$ cat src/rtl/hilo_muldiv_ctrl_if.sv
// EX-stage <-> HI/LO sequencer bundle: command inputs, current HI/LO,
// and the write port / pipeline control returned by the sequencer.
interface hilo_muldiv_ctrl_if #(
  parameter int unsigned WIDTH = 32
);
  logic             start;
  logic [2:0]       op;
  logic [WIDTH-1:0] opa;
  logic [WIDTH-1:0] opb;
  logic             flush;
  logic [WIDTH-1:0] hi_cur;
  logic [WIDTH-1:0] lo_cur;
  logic             hilo_we;
  logic [WIDTH-1:0] hi_o;
  logic [WIDTH-1:0] lo_o;
  logic             stall_o;
  logic             busy;
  logic             div_zero;

  modport master (
    output start, op, opa, opb, flush, hi_cur, lo_cur,
    input  hilo_we, hi_o, lo_o, stall_o, busy, div_zero
  );

  modport slave (
    input  start, op, opa, opb, flush, hi_cur, lo_cur,
    output hilo_we, hi_o, lo_o, stall_o, busy, div_zero
  );
endinterface

$ cat src/rtl/hilo_muldiv_ctrl.sv
// HI/LO sequencer: one-bit-per-cycle shift-add multiply and restoring divide,
// plus MTHI/MTLO moves, driving the HI/LO write port and pipeline stall.
module hilo_muldiv_ctrl #(
  parameter int unsigned WIDTH      = 32,
  parameter bit          DIV0_WRITE = 1'b0
) (
  input  logic              clk,
  input  logic              rst,
  hilo_muldiv_ctrl_if.slave bus
);

  localparam int unsigned CW = $clog2(WIDTH) + 1;

  typedef enum logic [1:0] {
    S_IDLE,
    S_MUL,
    S_DIV,
    S_DONE
  } state_t;

  state_t state, state_nx;

  // acc holds {hi,lo} of the product, or {rem,quot} while dividing.
  logic [2*WIDTH-1:0] acc;
  logic [WIDTH-1:0]   opnd;
  logic [CW-1:0]      count;
  logic               neg_q;
  logic               neg_r;
  logic               is_div;
  logic               mt_q;
  logic               dz_q;
  logic [WIDTH-1:0]   hi_q;
  logic [WIDTH-1:0]   lo_q;

  logic               cmd_mul;
  logic               cmd_div;
  logic               cmd_mt;
  logic               opb_zero;
  logic               a_neg;
  logic               b_neg;
  logic [WIDTH-1:0]   a_mag;
  logic [WIDTH-1:0]   b_mag;
  logic               last_iter;
  logic [WIDTH:0]     mul_sum;
  logic [WIDTH:0]     rem_sh;
  logic [WIDTH:0]     diff;
  logic [2*WIDTH-1:0] div_next;
  logic [2*WIDTH-1:0] prod;
  logic [WIDTH-1:0]   quot_fix;
  logic [WIDTH-1:0]   rem_fix;
  logic [2*WIDTH-1:0] wd;
  logic               we;

  always_comb begin
    cmd_mul   = bus.start & ~bus.flush & (bus.op[2:1] == 2'b00);
    cmd_div   = bus.start & ~bus.flush & (bus.op[2:1] == 2'b01);
    cmd_mt    = bus.start & ~bus.flush & (bus.op[2:1] == 2'b10);
    opb_zero  = (bus.opb == '0);
    a_neg     = ~bus.op[0] & bus.opa[WIDTH-1];
    b_neg     = ~bus.op[0] & bus.opb[WIDTH-1];
    a_mag     = a_neg ? -bus.opa : bus.opa;
    b_mag     = b_neg ? -bus.opb : bus.opb;
    last_iter = (count == CW'(WIDTH - 1));
  end

  // One iteration of each algorithm; the remainder is shifted before the trial subtract.
  always_comb begin
    mul_sum  = {1'b0, acc[2*WIDTH-1:WIDTH]} + {1'b0, opnd & {WIDTH{acc[0]}}};
    rem_sh   = acc[2*WIDTH-1:WIDTH-1];
    diff     = rem_sh - {1'b0, opnd};
    div_next = diff[WIDTH] ? {rem_sh[WIDTH-1:0], acc[WIDTH-2:0], 1'b0}
                           : {diff[WIDTH-1:0],   acc[WIDTH-2:0], 1'b1};
  end

  // MTHI/MTLO and the divide-by-zero write are staged in acc with no sign fix,
  // so every write takes the same result path.
  always_comb begin
    prod     = neg_q ? -acc : acc;
    quot_fix = neg_q ? -acc[WIDTH-1:0] : acc[WIDTH-1:0];
    rem_fix  = neg_r ? -acc[2*WIDTH-1:WIDTH] : acc[2*WIDTH-1:WIDTH];
    wd       = is_div ? {rem_fix, quot_fix} : prod;
  end

  always_comb begin
    state_nx = state;
    case (state)
      S_IDLE: begin
        if (cmd_mul) begin
          state_nx = S_MUL;
        end else if (cmd_div) begin
          if (!opb_zero)      state_nx = S_DIV;
          else if (DIV0_WRITE) state_nx = S_DONE;
        end
      end
      S_MUL: begin
        if (bus.flush)      state_nx = S_IDLE;
        else if (last_iter) state_nx = S_DONE;
      end
      S_DIV: begin
        if (bus.flush)      state_nx = S_IDLE;
        else if (last_iter) state_nx = S_DONE;
      end
      S_DONE:  state_nx = S_IDLE;
      default: state_nx = S_IDLE;
    endcase
  end

  always_ff @(posedge clk) begin
    if (rst) begin
      state <= S_IDLE;
    end else begin
      state <= state_nx;
    end
  end

  always_ff @(posedge clk) begin
    if (rst) begin
      acc    <= '0;
      opnd   <= '0;
      count  <= '0;
      neg_q  <= 1'b0;
      neg_r  <= 1'b0;
      is_div <= 1'b0;
      mt_q   <= 1'b0;
      dz_q   <= 1'b0;
      hi_q   <= '0;
      lo_q   <= '0;
    end else begin
      mt_q <= 1'b0;
      dz_q <= 1'b0;
      if (we) begin
        hi_q <= wd[2*WIDTH-1:WIDTH];
        lo_q <= wd[WIDTH-1:0];
      end
      case (state)
        S_IDLE: begin
          if (cmd_mul) begin
            acc    <= {{WIDTH{1'b0}}, b_mag};
            opnd   <= a_mag;
            count  <= '0;
            neg_q  <= a_neg ^ b_neg;
            neg_r  <= 1'b0;
            is_div <= 1'b0;
          end else if (cmd_div) begin
            dz_q   <= opb_zero;
            count  <= '0;
            is_div <= 1'b1;
            if (opb_zero) begin
              acc   <= {bus.opa, {WIDTH{1'b1}}};
              neg_q <= 1'b0;
              neg_r <= 1'b0;
            end else begin
              acc   <= {{WIDTH{1'b0}}, a_mag};
              opnd  <= b_mag;
              neg_q <= a_neg ^ b_neg;
              neg_r <= a_neg;
            end
          end else if (cmd_mt) begin
            mt_q   <= 1'b1;
            is_div <= 1'b0;
            neg_q  <= 1'b0;
            neg_r  <= 1'b0;
            acc    <= bus.op[0] ? {bus.hi_cur, bus.opa} : {bus.opa, bus.lo_cur};
          end
        end
        S_MUL: begin
          acc   <= {mul_sum, acc[WIDTH-1:1]};
          count <= count + CW'(1);
        end
        S_DIV: begin
          acc   <= div_next;
          count <= count + CW'(1);
        end
        default: ;
      endcase
    end
  end

  always_comb begin
    we           = ~rst & (mt_q | ((state == S_DONE) & ~bus.flush));
    bus.hilo_we  = we;
    bus.hi_o     = we ? wd[2*WIDTH-1:WIDTH] : hi_q;
    bus.lo_o     = we ? wd[WIDTH-1:0] : lo_q;
    bus.stall_o  = ((state == S_IDLE) & bus.start & ~bus.op[2] & ~(bus.op[1] & opb_zero))
                 | (state == S_MUL) | (state == S_DIV);
    bus.busy     = (state != S_IDLE);
    bus.div_zero = dz_q;
  end

endmodule

$ cat src/flat_wrapper.sv
// flat-port wrapper written by rule: the top's interface ports become plain ports
module hilo_muldiv_ctrl_flat 
#(
  parameter int unsigned WIDTH      = 32,
  parameter bit          DIV0_WRITE = 1'b0
)
  (clk, rst, bus_start, bus_op, bus_opa, bus_opb, bus_flush, bus_hi_cur, bus_lo_cur, bus_hilo_we, bus_hi_o, bus_lo_o, bus_stall_o, bus_busy, bus_div_zero);
  hilo_muldiv_ctrl_if #(.WIDTH(WIDTH)) bus_i ();
  input  logic clk;
  input  logic rst;
  input wire logic [$bits(bus_i.start)-1:0] bus_start;
  input wire logic [$bits(bus_i.op)-1:0] bus_op;
  input wire logic [$bits(bus_i.opa)-1:0] bus_opa;
  input wire logic [$bits(bus_i.opb)-1:0] bus_opb;
  input wire logic [$bits(bus_i.flush)-1:0] bus_flush;
  input wire logic [$bits(bus_i.hi_cur)-1:0] bus_hi_cur;
  input wire logic [$bits(bus_i.lo_cur)-1:0] bus_lo_cur;
  output wire logic [$bits(bus_i.hilo_we)-1:0] bus_hilo_we;
  output wire logic [$bits(bus_i.hi_o)-1:0] bus_hi_o;
  output wire logic [$bits(bus_i.lo_o)-1:0] bus_lo_o;
  output wire logic [$bits(bus_i.stall_o)-1:0] bus_stall_o;
  output wire logic [$bits(bus_i.busy)-1:0] bus_busy;
  output wire logic [$bits(bus_i.div_zero)-1:0] bus_div_zero;
  assign bus_i.start = bus_start;
  assign bus_i.op = bus_op;
  assign bus_i.opa = bus_opa;
  assign bus_i.opb = bus_opb;
  assign bus_i.flush = bus_flush;
  assign bus_i.hi_cur = bus_hi_cur;
  assign bus_i.lo_cur = bus_lo_cur;
  assign bus_hilo_we = bus_i.hilo_we;
  assign bus_hi_o = bus_i.hi_o;
  assign bus_lo_o = bus_i.lo_o;
  assign bus_stall_o = bus_i.stall_o;
  assign bus_busy = bus_i.busy;
  assign bus_div_zero = bus_i.div_zero;
  hilo_muldiv_ctrl #(.WIDTH(WIDTH), .DIV0_WRITE(DIV0_WRITE)) u_core (.clk(clk), .rst(rst), .bus(bus_i));
endmodule
$ cat config.mk
export PLATFORM = sky130hd
export DESIGN_NAME = hilo_muldiv_ctrl_flat
export DESIGN_NICKNAME = d
export VERILOG_FILES = /design/src/rtl/hilo_muldiv_ctrl_if.sv /design/src/rtl/hilo_muldiv_ctrl.sv /design/src/flat_wrapper.sv
export SDC_FILE = /design/constraint.sdc
export NUM_CORES = 1
export LEC_CHECK = 0
export CAP_MARGIN = 20
export CORE_MARGIN = 10
export CORE_UTILIZATION = 41
export DETAILED_ROUTE_END_ITERATION = 16
export RECOVER_POWER = 25
export SYNTH_ARGS = -nofsm -noshare
export SYNTH_HDL_FRONTEND = slang
export SYNTH_SLANG_ARGS = --single-unit
$ cat constraint.sdc
create_clock -name clk -period 7.9 [get_ports clk]
set_input_delay 1.58 -clock clk [delete_from_list [all_inputs] [get_ports clk]]
set_output_delay 1.58 -clock clk [all_outputs]
set_load 0.01 [all_outputs]
Word level (Yosys, flattened, before mapping)
Cells that the tools add are included.
{"block": "op_classes", "n_addsub": 8, "n_mul": 0, "div": 0, "magnitude_cmp": 0, "eq_ne": 11, "shifts": 0, "muxes": 37, "n_bitwise": 24, "n_reduce_logical": 16}
{"operator": "two-way mux 64 bit", "count": 8}
{"operator": "two-way mux 32 bit", "count": 9}
{"operator": "case mux 64 bit (3 select lines)", "count": 1}
{"operator": "negation 32 bit", "count": 4}
{"operator": "negation 64 bit", "count": 1}
{"operator": "adder 32 x 32 -> 33 bit", "count": 1}
{"operator": "subtractor 33 x 32 -> 33 bit", "count": 1}
{"operator": "bitwise AND 32 bit", "count": 1}
{"operator": "logical NOT 32 bit", "count": 1}
{"operator": "bitwise AND 1 bit", "count": 12}
{"operator": "two-way mux 6 bit", "count": 2}
{"operator": "case mux 6 bit (2 select lines)", "count": 1}
{"operator": "two-way mux 1 bit", "count": 10}
{"operator": "two-way mux 2 bit", "count": 5}
{"operator": "OR reduction 4 bit", "count": 2}
{"operator": "inverter 1 bit", "count": 7}
{"operator": "adder 6 x 1 -> 6 bit (second input constant)", "count": 1}
{"operator": "== test 2 bit (second input constant)", "count": 3}
{"operator": "== test 6 x 5 -> 1 bit (second input constant)", "count": 1}
{"operator": "inequality test 3 x 1 -> 1 bit (second input constant)", "count": 2}
{"operator": "case mux 2 bit (3 select lines)", "count": 1}
{"operator": "AND reduction 2 bit", "count": 3}
{"operator": "AND reduction 3 bit", "count": 2}
{"operator": "nonzero test 2 bit", "count": 3}
{"operator": "9 further kinds", "count": 14}
{"block": "word_totals", "register_bits": 173, "latchBits": 0, "mem_bits_rw": 0, "mem_bits_ro": 0, "inputBits": 135, "output_inout_bits": 68, "elab_cells": 107, "mem_count": 0}

Logic depth before layout (Yosys ltp)
Gate-level depths: netlist of run 1.
{"block": "logic_depth", "ltp_word": 7, "ltp_mapped": 16, "depth_no_buf": 14}

Least setup slack after synthesis of run 1
OpenSTA, ideal clock, no wires.
{"block": "synth_timing", "kind": "input -> output", "start": "input port bus_opb[1]", "end": "output port bus_stall_o", "arrival_time_ps": 3302, "required_time_ps": 6320, "slack_ps": 3018, "stages": 9, "path_buffers": 0, "cell_sequence": "inv_1 ha_1 or3b_1 nor4_4 nand3_2 nor3b_4 nand2_1 nand4b_1 nand2_1"}
{"block": "synth_between", "elab_chain_len": 6}
{"element": "start: declaration", "line": "flat_wrapper.sv:14", "text": "input wire logic [$bits(bus_i.opb)-1:0] bus_opb;"}
{"element": "logical NOT 32 bit", "line": "hilo_muldiv_ctrl.sv:58", "text": "opb_zero = (bus.opb == '0);"}
{"element": "bitwise AND 1 bit", "line": "hilo_muldiv_ctrl.sv:184", "text": "bus.stall_o = ((state == S_IDLE) & bus.start & ~bus.op[2] & ~(bus.op[1] & opb_zero))"}
{"element": "inverter 1 bit", "line": "hilo_muldiv_ctrl.sv:184"}
{"element": "bitwise AND 1 bit", "line": "hilo_muldiv_ctrl.sv:184"}
{"element": "OR 1 bit (2 in a row)", "line": "hilo_muldiv_ctrl.sv:185", "text": "| (state == S_MUL) | (state == S_DIV);"}
{"element": "end: declaration", "line": "flat_wrapper.sv:21", "text": "output wire logic [$bits(bus_i.stall_o)-1:0] bus_stall_o;"}
Every way passes these cells.

Worst setup path after layout of run 1
{"block": "layout_timing", "start": "register u_core.acc[2]", "end": "output port bus_hi_o[24]"}
{"block": "layout_between", "elab_chain_len": 4}
{"element": "start: declaration", "line": "hilo_muldiv_ctrl.sv:24", "text": "logic [2*WIDTH-1:0] acc;"}
{"element": "start signal: assignment", "line": "hilo_muldiv_ctrl.sv:138", "text": "acc <= {{WIDTH{1'b0}}, b_mag};"}
{"element": "start signal: assignment", "line": "hilo_muldiv_ctrl.sv:149", "text": "acc <= {bus.opa, {WIDTH{1'b1}}};"}
{"element": "start signal: assignment", "line": "hilo_muldiv_ctrl.sv:153", "text": "acc <= {{WIDTH{1'b0}}, a_mag};"}
{"element": "negation 64 bit", "line": "hilo_muldiv_ctrl.sv:78", "text": "prod = neg_q ? -acc : acc;"}
{"element": "two-way mux 64 bit", "line": "hilo_muldiv_ctrl.sv:78"}
{"element": "two-way mux 64 bit", "line": "hilo_muldiv_ctrl.sv:81", "text": "wd = is_div ? {rem_fix, quot_fix} : prod;"}
{"element": "two-way mux 32 bit", "line": "hilo_muldiv_ctrl.sv:182", "text": "bus.hi_o = we ? wd[2*WIDTH-1:WIDTH] : hi_q;"}
{"element": "end: declaration", "line": "flat_wrapper.sv:19", "text": "output wire logic [$bits(bus_i.hi_o)-1:0] bus_hi_o;"}
Every way passes these cells.

==> results.json, run 1 <==
{
  "syn_inst": 2204,
  "swShare_pct": 51.5,
  "use_met2_pct": 42.8,
  "tightest_slew_ps": 2990,
  "grt_pass1_wl_microns": 101000,
  "hold_buffers": 0,
  "drv_slew": 79,
  "clock.fmax_mhz": 155,
  "r2r_start": "u_core.acc[32]",
  "cpPeakStageDelay_ps": 700,
  "finalCritPeriodShare_pct": 81.8,
  "fin_nets": 2503,
  "peakVddDrop_mv": 0.337,
  "rsz0062_at_grt": "no",
  "first_pass_iters": 6,
  "max_slew_margin_pct": -99.3,
  "start_util_pct": 41.4,
  "min_period_ps": 6460,
  "avgSynthCellArea_sq_um": 7.24,
  "hp-class": "flop to flop",
  "grt_antenna_before_repair": 0,
  "clk_pin_slew_worst_paths_ps": 70,
  "synth-seq-area-share_pct": 21.7,
  "status": "finished, violations left",
  "clk_path_buf_depth": 2,
  "async_flop_share_pct": 0,
  "p_sw_mw": 3.50,
  "post-place-cells": 2790,
  "core-area_sq_um": 38600,
  "required_ps": 6320,
  "path_delay_family": "simple AND/OR/NAND/NOR gates",
  "finalPower_mw": 6.78,
  "crit_cells": 9,
  "synth_edf_count": 0,
  "ys_ff_latch": 173,
  "dp_slack_ps": 1730,
  "synth_cell_types": 87,
  "combinationalPowerShare_pct": 65.3,
  "dpl_cell_area_sq_um": 18200,
  "reg2regPathDepth": 13,
  "cts_sinks": 173,
  "cts_resized": 0,
  "finalSetupViolations": 0,
  "io_pins": 203,
  "vias": 17220,
  "drc": 0,
  "cts-htree-levels": 4,
  "grt_pass1_vias": 16352,
  "synth_area_sq_um": 16000,
  "cap_violations": 2,
  "clock_skew_ps": 16.2,
  "critPathLaunchType": "flop",
  "cts_buffers": 17,
  "antenna_left": 0,
  "area_delta_synth_final_pct": 17.8,
  "violations": "capacitance limit, slew limit",
  "r2r-end": "u_core.acc[40]",
  "drt_wl_total_microns": 67000,
  "power.density_nw_per_um2": 361,
  "cp.arrival_ps": 4880,
  "die_w_microns": 217,
  "crit_chain": "or4_1, nor3_1, nand4_1, or4_1, nand2_1, a21oi_1, xnor2_1, a21oi_1, clkdlybuf4s50_1",
  "drive_gt1_share_pct": 5.51,
  "total_leakage_power_nw": 7.13,
  "die_area_sq_um": 47200,
  "die_y_microns": 217,
  "first_iter_violations": 2005,
  "wl_per_cell_microns": 23.7,
  "clock-root-buffer": "clkbuf_16",
  "grt_usage_pct": 27.3,
  "grt_max_degree": 109,
  "hpwl_microns": 51600,
  "crit_end": "bus_hi_o[24]",
  "top_usage_layer": "met2",
  "overflow": 0,
  "whs_ps": 458,
  "gp_congestion": 0.977,
  "crit_path_max_fanout": 10,
  "path_class": "flop to output port",
  "fin_cells": 2822,
  "setup_slack_ps": 1440,
  "rows": 72,
  "cp-startpoint": "u_core.acc[2]",
  "cts_tree": "yes",
  "met1_usage_pct": 36.2,
  "stdcell_area_sq_um": 18800,
  "power.internal_mw": 3.29,
  "ys_warn_count": 0,
  "power_frac_seq_pct": 20.7,
  "synth_top_area_cell": "dfxtp_1",
  "synthFlopType": "dfxtp_1",
  "routed_via_density": 6.10,
  "tns_ps": 0,
  "utilization_pct": 48.8,
  "r2r_slack_ps": 3260,
  "p_clk_share_pct": 13.9,
  "cp.buffers_inverters": 1,
  "critPathCaptureType": "output port",
  "synth_nets": 2415,
  "portBuffers": 202,
  "synth_top_area_share_pct": 21.7,
  "postCtsSetupBuffers": 0,
  "clk_latency_ps": 470,
  "met3_usage_pct": 5.64,
  "final-hold-violation-count": 0,
  "synthTopCellsByArea": "dfxtp_1 (22%), nor2_1 (6.0%), a21oi_1 (5.9%), ha_1 (5.8%), nand2_1 (5.7%)",
  "cp_slowest_cell": "or4_1"
}
cells by family (layout without fill, tap and decap cells):
kind of cell / after synthesis / after routing / synth area share (%)
XOR/XNOR: 177 / 177 / 9.71
adder cells (fa/ha/maj): 76 / 76 / 6.05
AND/OR/NAND/NOR: 793 / 793 / 23.7
AO/OA/AOI/OAI: 689 / 689 / 29.0
buffers and inverters: 236 / 335 / 5.94
flip-flops: 173 / 173 / 21.7
other: 0 / 1 / 0
multiplexers: 60 / 60 / 3.92
synthesized netlist by cell type (10+ instances only):
master	n
nor2_1	257
nand2_1	242
a21oi_1	187
dfxtp_1	173
clkbuf_1	137
o21ai_0	130
xnor2_1	89
xor2_1	88
ha_1	74
inv_1	69
nor2b_1	64
nor3_1	47
a221oi_1	41
a21o_1	40
mux2i_1	40
o211ai_1	39
nand3_1	37
a211oi_1	33
a22oi_1	32
a221o_1	28
nor4_1	23
a22o_1	20
mux2_2	20
nand2b_1	18
nand4_1	17
o31ai_1	17
o21ai_1	15
or3_1	14
o41ai_1	13
buf_1	12
a31oi_1	11
and2_1	11
or4_1	11
and3_1	10
worst min path at each step:
stage / from / endpoint / slack (ps) / depth (start not counted)
after floorplan: u_core.opnd[10] / u_core.opnd[10] / 430 / 2
after global placement: u_core.opnd[27] / u_core.opnd[27] / 440 / 2
after detailed placement: u_core.opnd[9] / u_core.opnd[9] / 450 / 2
after CTS: u_core.opnd[9] / u_core.opnd[9] / 460 / 2
after global routing: u_core.opnd[27] / u_core.opnd[27] / 470 / 2
final: u_core.opnd[27] / u_core.opnd[27] / 460 / 2
flip-flops by register name (all words and copies together), names as in the netlist:
name and cells:
u_core.opnd 32, u_core.neg_r 1, u_core.neg_q 1, u_core.acc 64, u_core.mt_q 1, u_core.hi_q 32
u_core.count 6, u_core.bus.div_zero 1, u_core.lo_q 32, u_core.is_div 1, u_core.state 2
power by group through the flow:
stage | combinational (mW) | sequential, mW | clock, mW
6_report | 4.43 | 1.40 | 0.946
5_1_grt | 4.79 | 1.42 | 0.996
4_1_cts | 4.38 | 1.39 | 0.956
3_5_place_dp | 4.35 | 1.41 | 0
3_3_place_gp | 4.37 | 1.41 | 0
2_1_floorplan | 3.27 | 1.23 | 0
worst min-delay path, delay by kind of cell, from the launching register on:
| kind | cells | cell delay [ps] |
|---|---|---|
| simple gates | 1 | 50 |
| compound gates | 1 | 50 |
| flops | 1 | 310 |
layout by cell type, fill, tap and decap left out, types with 41 or more instances in the layout:
cell	count
nand2_1	244
inv_1	69
clkdlybuf4s50_1	198
xor2_1	87
dfxtp_1	173
nor2_1	256
nor2b_1	64
xnor2_1	89
o21ai_0	132
a221oi_1	41
a21oi_1	186
nor3_1	49
ha_1	72
routing by layer:
| metal | share of wire (%) | vias to the layer above | routed length [microns] |
|---|---|---|---|
| li1 | - | 8149 | - |
| met1 | 44 | 8229 | 29700 |
| met2 | 44 | 728 | 29800 |
| met3 | 7.3 | 114 | 4890 |
| met4 | 3.9 | 0 | 2640 |
| met5 | 0 | - | 0 |
layout make-up:
type | count | area, sq um
antenna | 1 | 2.50
clock inverter | 13 | 201
multi-input combinational | 1795 | 11500
timing repair buffer | 235 | 2250
sequential | 173 | 3460
clock buffer | 17 | 425
fill | 3988 | 19800
tap | 518 | 648
inverter | 70 | 263
Note: power is estimated with default switching activity, not from simulation.
==> run 2, diff against run 1 <==
==> constraint.sdc (replaced) <==
create_clock -name clk -period 5.5 [get_ports clk]
set_input_delay 1.1 -clock clk [delete_from_list [all_inputs] [get_ports clk]]
set_output_delay 1.1 -clock clk [all_outputs]
set_load 0.01 [all_outputs]
==> run 2 against run 1 <==
  * The flow still finishes with violations (capacitance limit, slew limit)
  * Global-route usage up 0.34 points
  * Die area unchanged
  * Combinational power up 46%
  * Sequential power up 41%
  * First-iteration DRC count down 8.1%
  * Sequential cell count unchanged
==> results.json, run 2 (synthesis gave the netlist of run 1 again) <==
{
  "status": "finished, violations left",
  "violations": "capacitance limit, slew limit",
  "grt_antenna_before_repair": 1,
  "power.density_nw_per_um2": 514,
  "io_pins": 203,
  "min_period_ps": 5200,
  "diodes": 0,
  "clk_path_buf_depth": 2,
  "cts_sinks": 173,
  "clk_latency_ps": 470,
  "final-hold-violation-count": 0,
  "path_class": "input pin to flop",
  "vias": 17515,
  "portBuffers": 202,
  "grt_pass1_vias": 16818,
  "hp-class": "flop to flop",
  "clock.fmax_mhz": 192,
  "grt_max_degree": 85,
  "fin_nets": 2520,
  "grt_usage_pct": 27.7,
  "total_leakage_power_nw": 7.24,
  "cp.arrival_ps": 5470,
  "finalCritPeriodShare_pct": 94.5,
  "cts-htree-levels": 4,
  "stdcell_area_sq_um": 19000,
  "die_w_microns": 217,
  "postCtsSetupBuffers": 0,
  "first_iter_violations": 1842,
  "final_common_cell": "nor2_1",
  "tns_ps": 0,
  "start_util_pct": 41.4,
  "die_y_microns": 217,
  "rsz0062_at_grt": "no",
  "wl_met2_microns": 30100,
  "whs_ps": 459,
  "first_pass_iters": 5,
  "die_area_sq_um": 47200,
  "mostFrequentLayoutCells": "nor2_1 (256), nand2_1 (242), clkdlybuf4s50_1 (199)",
  "rows": 72,
  "clock_skew_ps": 25.9,
  "dpl_cell_area_sq_um": 18400,
  "core-area_sq_um": 38600,
  "drt_wl_total_microns": 67600,
  "wl_met1_microns": 28900,
  "top_layer": "met4",
  "drc": 0,
  "required_ps": 5770,
  "routed_via_density": 6.17,
  "drv_slew": 136,
  "cts_resized": 0,
  "clock-root-buffer": "clkbuf_16",
  "area_delta_synth_final_pct": 18.9,
  "gp_congestion": 1.02,
  "max_slew_margin_pct": -107,
  "grt_pass1_wl_microns": 102000,
  "cts_tree": "yes",
  "peakVddDrop_mv": 0.378,
  "tightest_slew_ps": 3100,
  "hpwl_microns": 52800,
  "antenna_left": 0,
  "drive_gt1_share_pct": 6.80,
  "finalSetupViolations": 0,
  "crit_path_max_fanout": 83,
  "critPathLaunchType": "input pin",
  "wl_per_cell_microns": 23.8,
  "overflow": 0,
  "hold_buffers": 0,
  "critPathCaptureType": "flop",
  "cap_violations": 2,
  "largest-register": "u_core.acc",
  "largest_register_ffs": 64,
  "clk_pin_slew_worst_paths_ps": 70,
  "route.met3.wl_microns": 5590,
  "cts_buffers": 17
}
## run 2: worst max-delay path, cell delays in order
cell and delay, ps:
buf_4 370, clkbuf_1 2220, clkbuf_2 1510, nor2b_1 120
## run 2: through the flow
step           utilization [%]  setup WS, ps  instances  total power, mW
2_1_floorplan                -          1580       2204             6.46
3_3_place_gp              47.6           466       2807             8.27
3_5_place_dp              47.6           431       2807             8.28
4_1_cts                   49.2          58.2       2839             9.61
5_1_grt                   49.2          82.1       2840             10.3
6_report                  49.2           300       2840             9.75
## run 2: layout make-up
| type | instances | area (sq um) |
|---|---|---|
| clock buffer | 17 | 425 |
| clock inverter | 15 | 176 |
| fill | 4006 | 19600 |
| inverter | 70 | 263 |
| multi-input combinational | 1795 | 11600 |
| sequential | 173 | 3460 |
| tap | 518 | 648 |
| timing repair buffer | 252 | 2400 |
## run 2: where the power goes
group	switching, mW	total [mW]	internal [mW]
Sequential	0.471	1.97	1.50
Clock	0.645	1.30	0.651
Combinational	3.95	6.48	2.53
## run 2: final timing paths
check,slack (ps),to,start,depth (start not counted)
max reg2reg,980,u_core.acc[63],u_core.acc[0],15
min reg2reg,460,u_core.opnd[7],u_core.opnd[7],2
min,460,u_core.opnd[7],u_core.opnd[7],2
max,300,u_core.hi_q[6],rst,4
## run 2: routing by layer
| metal | GRT usage, % | up-vias |
|---|---|---|
| met1 | 35.8 | 8441 |
| met5 | 0 | - |
| met2 | 43.6 | 774 |
| li1 | - | 8185 |
| met3 | 5.52 | 115 |
| met4 | 12.6 | 0 |
==> run 3, diff against run 2 <==
--- a/config.mk
+++ b/config.mk
@@ -8,6 +8,7 @@
 export CAP_MARGIN = 20
 export CORE_MARGIN = 10
 export CORE_UTILIZATION = 41
+export CTS_CLUSTER_SIZE = 20
 export DETAILED_ROUTE_END_ITERATION = 16
 export RECOVER_POWER = 25
 export SYNTH_ARGS = -nofsm -noshare
==> results of run 3 <==
Final layout, timing and power as in run 2 (identical DEF).
